[config.mk]
export PLATFORM = sky130hd
export DESIGN_NAME = seven_segment_scan_arbiter
export DESIGN_NICKNAME = d
export VERILOG_FILES = /design/src/rtl/seven_segment_scan_arbiter.sv
export SDC_FILE = /design/constraint.sdc
export NUM_CORES = 1
export LEC_CHECK = 0
export CORE_MARGIN = 5
export CORE_UTILIZATION = 30
export CTS_BUF_LIST = sky130_fd_sc_hd__clkbuf_8 sky130_fd_sc_hd__clkbuf_16
export DETAILED_ROUTE_END_ITERATION = 10
export PLACE_DENSITY = 0.59
export SLEW_MARGIN = 20
export SYNTH_ARGS = -nofsm -noshare
export SYNTH_HDL_FRONTEND = slang
export SYNTH_SLANG_ARGS = --single-unit
[constraint.sdc]
create_clock -name clk -period 3.2 [get_ports clk]
set_input_delay 0.64 -clock clk [delete_from_list [all_inputs] [get_ports clk]]
set_output_delay 0.64 -clock clk [all_outputs]
set_load 0.05 [all_outputs]
[src/rtl/seven_segment_scan_arbiter.sv]
// ---------------------------------------------------------------------------
// seven_segment_scan_arbiter
//
// Scans a frame of w_digit hex nibbles onto a multiplexed seven-segment
// display. Two requesters (A and B) compete for the frame register. The
// register is reloaded only at the frame boundary, which is the last tick of
// the last digit, so a displayed frame is never torn. When both requesters
// are valid, they are granted in round-robin order.
//
// Parameters
//   w_digit      number of multiplexed digits
//   scan_cycles  clk cycles each digit stays lit (>= 2)
//
// Ports
//   clk          sole clock, rising edge
//   rst_n        asynchronous active-low reset
//   a_valid/a_ready/a_data/a_dots   requester A frame handshake
//   b_valid/b_ready/b_data/b_dots   requester B frame handshake
//   abcdefgh     active-high segments, bit7=a .. bit1=g, bit0=dot
//   digit        active-high one-hot digit enable
//   frame_owner  0 = last accepted frame came from A, 1 = from B
//   frame_done   one-cycle pulse, the cycle after an accepted frame
//
// Build option
//   LEADING_ZERO_BLANK_EN  blank leading-zero digits (digit 0 is never blanked)
//
// Round-robin FSM
//   state     | meaning
//   rr_pref_a | A wins if A and B are both valid (reset state)
//   rr_pref_b | B wins if A and B are both valid
// ---------------------------------------------------------------------------
module seven_segment_scan_arbiter #(
   parameter int w_digit     = 8,
   parameter int scan_cycles = 50000
) (
   input  logic                 clk,
   input  logic                 rst_n,
   input  logic                 a_valid,
   output logic                 a_ready,
   input  logic [4*w_digit-1:0] a_data,
   input  logic [w_digit-1:0]   a_dots,
   input  logic                 b_valid,
   output logic                 b_ready,
   input  logic [4*w_digit-1:0] b_data,
   input  logic [w_digit-1:0]   b_dots,
   output logic [7:0]           abcdefgh,
   output logic [w_digit-1:0]   digit,
   output logic                 frame_owner,
   output logic                 frame_done
);

   localparam int tick_w = $clog2(scan_cycles);
   localparam int idx_w  = (w_digit > 1) ? $clog2(w_digit) : 1;
   localparam logic [tick_w-1:0] tick_last = tick_w'(scan_cycles - 1);
   localparam logic [idx_w-1:0]  idx_last  = idx_w'(w_digit - 1);

   typedef enum logic {
      rr_pref_a = 1'b0,
      rr_pref_b = 1'b1
   } rr_state_t;

   rr_state_t            rr_state;
   rr_state_t            rr_next;
   logic [tick_w-1:0]    tick;
   logic [idx_w-1:0]     idx;
   logic [4*w_digit-1:0] frame_q;
   logic [w_digit-1:0]   dots_q;
   logic                 tick_wrap;
   logic                 boundary;
   logic                 xfer_a;
   logic                 xfer_b;
   logic [3:0]           cur_nib;
   logic [7:0]           cur_seg;

   assign tick_wrap = (tick == tick_last);
   assign boundary  = tick_wrap && (idx == idx_last);

   // Grant logic; tick is 0 during reset, so both readies stay low there.
   always_comb begin
      a_ready = 1'b0;
      b_ready = 1'b0;
      rr_next = rr_state;
      if (boundary) begin
         case (rr_state)
            rr_pref_a: begin
               if (a_valid) begin
                  a_ready = 1'b1;
                  rr_next = rr_pref_b;
               end else if (b_valid) begin
                  b_ready = 1'b1;
               end
            end
            rr_pref_b: begin
               if (b_valid) begin
                  b_ready = 1'b1;
                  rr_next = rr_pref_a;
               end else if (a_valid) begin
                  a_ready = 1'b1;
               end
            end
            default: rr_next = rr_pref_a;
         endcase
      end
   end

   assign xfer_a = a_valid && a_ready;
   assign xfer_b = b_valid && b_ready;

   always_ff @(posedge clk or negedge rst_n) begin
      if (!rst_n) begin
         rr_state <= rr_pref_a;
      end else begin
         rr_state <= rr_next;
      end
   end

   always_ff @(posedge clk or negedge rst_n) begin
      if (!rst_n) begin
         tick        <= '0;
         idx         <= '0;
         frame_q     <= '0;
         dots_q      <= '0;
         frame_owner <= 1'b0;
         frame_done  <= 1'b0;
      end else begin
         frame_done <= xfer_a || xfer_b;
         if (tick_wrap) begin
            tick <= '0;
            idx  <= (idx == idx_last) ? '0 : idx + 1'b1;
         end else begin
            tick <= tick + 1'b1;
         end
         if (xfer_a) begin
            frame_q     <= a_data;
            dots_q      <= a_dots;
            frame_owner <= 1'b0;
         end else if (xfer_b) begin
            frame_q     <= b_data;
            dots_q      <= b_dots;
            frame_owner <= 1'b1;
         end
      end
   end

   assign cur_nib = 4'(frame_q >> {idx, 2'b00});

   always_comb begin
      cur_seg = 8'h00;
      case (cur_nib)
         4'h0: cur_seg = 8'hFC;
         4'h1: cur_seg = 8'h60;
         4'h2: cur_seg = 8'hDA;
         4'h3: cur_seg = 8'hF2;
         4'h4: cur_seg = 8'h66;
         4'h5: cur_seg = 8'hB6;
         4'h6: cur_seg = 8'hBE;
         4'h7: cur_seg = 8'hE0;
         4'h8: cur_seg = 8'hFE;
         4'h9: cur_seg = 8'hF6;
         4'hA: cur_seg = 8'hEE;
         4'hB: cur_seg = 8'h3E;
         4'hC: cur_seg = 8'h9C;
         4'hD: cur_seg = 8'h7A;
         4'hE: cur_seg = 8'h9E;
         4'hF: cur_seg = 8'h8E;
         default: cur_seg = 8'h00;
      endcase
`ifdef LEADING_ZERO_BLANK_EN
      // This nibble and every nibble above it are zero: treat it as a leading zero.
      if ((idx != '0) && ((frame_q >> {idx, 2'b00}) == '0)) begin
         cur_seg = 8'h00;
      end
`endif
      cur_seg[0] = dots_q[idx];
   end

   // digit and segments are registered in the same stage so they always agree.
   always_ff @(posedge clk or negedge rst_n) begin
      if (!rst_n) begin
         digit    <= '0;
         abcdefgh <= '0;
      end else begin
         digit    <= w_digit'(1) << idx;
         abcdefgh <= cur_seg;
      end
   end

endmodule

# Yosys cells after proc, flatten, opt, wreduce, memory -nomap -nowiden
# Memories as Yosys holds them, arrays and structs flattened. A register that Yosys moved wholly into a read port is not among the register bits.
# Index checks and enable logic that the tools add are counted.
[word_totals]
ff_bits = 78
romBits = 112
elab_cells = 44
mem_count = 1
[op_classes]
add_sub_neg = 2
n_lt_le_gt_ge = 1
n_eq_ne = 2
shift = 2
n_mux = 20
bitwise = 1
reduce_logical = 6
[mem_list]
columns = ["memory", "depth", "width", "read_ports", "rd_clocked_by_memory_dff", "write_ports", "line", "source"]
rows = [
  ["(name not given)", 16, 7, 1, 1, 0, "149", "case (cur_nib)"],
]
[ops]
columns = ["operator", "n"]
rows = [
  ["2-to-1 mux 32 bit", 2],
  ["right shift 32 x 5 -> 4 bit", 1],
  ["adder 16 x 1 -> 16 bit (second input constant)", 1],
  ["equality test 16 bit (second input constant)", 1],
  ["2-to-1 mux 16 bit", 1],
  ["2-to-1 mux 8 bit", 2],
  ["2-to-1 mux 1 bit", 10],
  ["left shift 1 x 3 -> 8 bit (first input constant)", 1],
  ["one-hot mux 1 bit (2 select lines)", 3],
  ["less-than comparator 3 x 4 -> 1 bit (second input constant)", 1],
  ["adder 3 x 1 -> 3 bit (second input constant)", 1],
  ["binary-select mux 1 bit (select 3 bit)", 1],
  ["equality test 3 bit (second input constant)", 1],
  ["logical AND 1 bit", 3],
  ["2-to-1 mux 3 bit", 1],
  ["nonzero test 2 bit", 1],
  ["logical NOT 1 bit", 1],
  ["logical OR 1 bit", 1],
  ["NOT 1 bit", 1],
]

# Depth between registers and ports, before layout
[depth]
depth_word = 7
depth_mapped = 10

# Worst setup path before layout
# Ideal clock, no wire load.
[synth_path]
path_type = "reg-to-output"
startpoint = "reg tick[4]"
endpoint = "out a_ready"
t_arrival_ns = 1.985
t_required_ns = 2.560
slack_ns = 0.575
path_stages_with_launch = 6
n_path_buf = 2
path_cell_list = "dfrtp_1 > or4b_4 > nor4_4 > and4_1 > buf_6 > buf_6"
[synth_via]
elab_chain_cells = 3
[synth_rtl]
columns = ["element", "line", "source"]
rows = [
  ["start: declaration", "64", "logic [tick_w-1:0] tick;"],
  ["start signal: assignment", "131", "tick <= tick + 1'b1;"],
  ["equality test 16 bit", "75", "assign tick_wrap = (tick == tick_last);"],
  ["logical AND 1 bit", "76", "assign boundary = tick_wrap && (idx == idx_last);"],
  ["2-to-1 mux 1 bit", "83", "if (boundary) begin"],
  ["end: declaration", "39", "output logic a_ready,"],
]
# No other way between the ends.

# Worst setup path in the final report
[layout_path]
startpoint = "reg idx[1]"
endpoint = "out b_ready"
[layout_via]
elab_chain_cells = 3
[layout_rtl]
columns = ["element", "line", "source"]
rows = [
  ["start: declaration", "65", "logic [idx_w-1:0] idx;"],
  ["start signal: assignment", "129", "idx <= (idx == idx_last) ? '0 : idx + 1'b1;"],
  ["equality test 3 bit", "76", ""],
  ["logical AND 1 bit", "76", ""],
  ["2-to-1 mux 1 bit", "83", ""],
  ["end: declaration", "43", "output logic b_ready,"],
]
# No other way between the ends.

==> qor.json <==
{
  "status": "finished, final reports clean",
  "max_slew.worst_pin.slew_ns": 0.832,
  "slew_headroom_pct": 43.0,
  "antenna-diode-count": 0,
  "post_synth_instance_area_um2": 3920,
  "rr_startpoint": "idx[0]",
  "timing_max_transition_violations_final": 0,
  "cts_setup_buffers": 0,
  "switching_share_of_power_pct": 17.9,
  "worst_r2r_endpoint": "abcdefgh[6]",
  "initial_core_util_pct": 30.8,
  "clkPwrFrac_pct": 51.3,
  "synth_enable_flop_cells": 0,
  "core_region_area_um2": 12700,
  "pin_count": 104,
  "grt_start_max_net_pins": 79,
  "input_output_buffers": 103,
  "syn_to_final_growth_pct": 40.0,
  "pwr-share-seq_pct": 43.2,
  "synth_net_count": 458,
  "worstSkewPairLatency_ns": 0.32,
  "place.detailed.hpwl_mm": 7.33,
  "first_pass_grt_wire_length_mm": 16.1,
  "cap_violations": 0,
  "setup_viol_count_final": 0,
  "h-tree-depth": 3,
  "post_drt_wl_per_cell_um": 15.2,
  "global_route.overflow_total": 0,
  "netlist_top_cells_area": "dfrtp_1, mux2i_1, nand2_1",
  "yosysMostFrequentCell": "dfrtp_1",
  "grt_setup_unrepaired": "false",
  "floorplan.die.width_um": 124,
  "grt_usage_pct": 12.7,
  "nets": 561,
  "numClockSinks": 78,
  "synthFlopType": "dfrtp_1",
  "tritoncts_clock_tree": "yes",
  "post_synth_inst_count": 360,
  "r2r_cells": 8,
  "critical_path.startpoint_type": "flop",
  "min_path_type": "input port to async pin",
  "grt_antenna_before_repair": 0,
  "finalHoldWorstSlack_ns": 0.336,
  "synthDistinctLibCells": 35,
  "min_period_ns": 2.83,
  "crit_start": "idx[1]",
  "timing.clock.skew_ns": 0.00650,
  "worst_ep_arrival_time_ns": 2.19,
  "grt_pass1_vias": 3137,
  "dr.pass1.iters": 4,
  "p_sw_mw": 0.408,
  "cp-end-kind": "primary output",
  "route.vias.total": 2916,
  "design_internal_power_mw": 1.88,
  "crit_path_max_fanout": 9,
  "post_drt_via_cell_ratio": 4.56,
  "die_y_um": 124,
  "detailedRoute.firstIterationViolations": 109,
  "synth_largest_type_area_fraction_pct": 49.9,
  "worst_setup_hold_path_clk_slew_ns": 0.06,
  "synth.yosys.warnings": 0,
  "timing_worst_setup_path_type": "flop to primary output",
  "timing.fmax_mhz": 353,
  "total_leakage_power_nw": 2.58,
  "power.ir.vdd_worst_uv": 232,
  "hold_viol_final": 0,
  "cts.path.max_buffers": 2,
  "cts_hold_buf": 0,
  "drt_wl_total_mm": 9.74,
  "synth.cells.most_frequent": "dfrtp_1, nand2_1, mux2i_1, o21ai_0, nor2_1",
  "drive_above_1_share_pct": 8.76,
  "post_synth.cell_area_avg_um2": 10.9,
  "row_count": 41,
  "antenna_violating_nets_post_route": 0,
  "final.period_utilization_pct": 88.4,
  "routabilityCongestion": 0.770,
  "area_enclosed_by_the_die_boundary_um2": 15400,
  "remaining_drc_errors": 0,
  "asyncSetResetFlopFracSynth_pct": 100,
  "critical_path.endpoint": "b_ready",
  "tns_ns": 0,
  "critPathRequiredTime_ns": 2.56,
  "reg2reg_setup_slack_ns": 0.63,
  "share_comb_of_total_power_pct": 5.5,
  "synth_seq_cells": 78,
  "clk_root_buffer_cell": "clkbuf_16",
  "post-synth-top-area-cell": "dfrtp_1",
  "cts_resized": 0,
  "synth_seq_area_share_pct": 49.9,
  "power_density_nw_per_um2": 417,
  "cts-buffers-inserted": 9
}
[kinds of logic (layout without fill, tap and decap cells)]
kind of cell | count (synthesis) | after routing | synth area share, %
AND/OR/NAND/NOR | 111 | 111 | 13.4
flip-flops | 78 | 78 | 49.9
AO/OA/AOI/OAI | 61 | 61 | 8.25
multiplexers | 54 | 54 | 17.0
buffers and inverters | 29 | 137 | 4.09
adder cells (fa/ha/maj) | 14 | 14 | 4.47
XOR/XNOR | 13 | 13 | 2.91
[metal layers]
layer,GRT usage (%),share of wire (%),vias to the layer above,wire length (um)
met4,4.71,1.2,0,120
li1,-,-,1450,-
met3,2.87,5.3,8,519
met5,0,0,-,0
met1,17.1,47,1368,4540
met2,20.1,47,90,4560
[registers in the layout, summed over array words and instances, names as in the netlist]
| signal | cells |
|---|---|
| abcdefgh | 8 |
| dots_q | 8 |
| rr_state | 1 |
| digit | 8 |
| tick | 16 |
| frame_q | 32 |
| frame_owner | 1 |
| idx | 3 |
| frame_done | 1 |
[critical path, stage by stage, from the launching register on]
cell,delay (ns)
dfrtp_1,0.54
ha_1,0.26
ha_1,0.33
nand2_1,0.11
a21oi_1,0.20
and2_1,0.27
buf_12,0.17
[worst min path at each step]
stage | from | to | cells past startpoint
6_report | rst_n | tick[14] | 1
5_1_grt | rst_n | tick[14] | 1
4_1_cts | tick[0] | tick[0] | 1
3_5_place_dp | tick[0] | tick[0] | 1
3_3_place_gp | tick[0] | tick[0] | 1
2_1_floorplan | rst_n | abcdefgh[0] | 0
[power by group through the flow]
stage | sequential (mW) | combinational [mW] | clock, mW
final | 0.987 | 0.126 | 1.17
after detailed placement | 1.00 | 0.127 | 0
after global routing | 0.986 | 0.137 | 1.24
after global placement | 1.00 | 0.127 | 0
after floorplan | 1.00 | 0.00200 | 0
after CTS | 0.986 | 0.128 | 1.20
[layout make-up]
cell class	count	area (um2)
fillers	1251	7240
flip-flops and latches	78	1950
multi-input cells	253	1810
repair buffers	110	1120
clock buffers	11	253
well taps	172	215
clock inverters	5	97.6
inverters	11	41.3
[stage by stage]
step	instances	power (mW)	util, %	area, um2	setup WS [ns]
2_1_floorplan	360	1.01	-	3920	0.575
3_5_place_dp	624	1.13	40.3	5130	0.636
5_1_grt	640	2.36	43.1	5480	0.191
4_1_cts	640	2.31	43.1	5480	0.351
6_report	640	2.28	43.1	5480	0.371
3_3_place_gp	624	1.13	40.3	5130	0.743
[layout by cell type, fill, tap and decap left out, types with 2 or more instances in the layout]
cell type and instances:
xnor2_1 8, mux4_2 10, bufinv_16 3, ha_1 14
xor2_1 5, a31oi_1 2, nand2_1 61, o21ai_1 5
or2_2 2, clkbuf_8 2, clkbuf_16 9, nor2_1 19
a21oi_1 8, buf_4 6, clkdlybuf4s50_1 100, dfrtp_1 78
nand3_1 4, mux2i_1 43, nor3_1 2, and2_1 8
or4bb_1 2, nand4_1 2, o21ai_0 41, nor2b_1 4
buf_12 3, a22oi_1 2, inv_1 12, and4_1 2
Power figures use the tool's default switching activity.
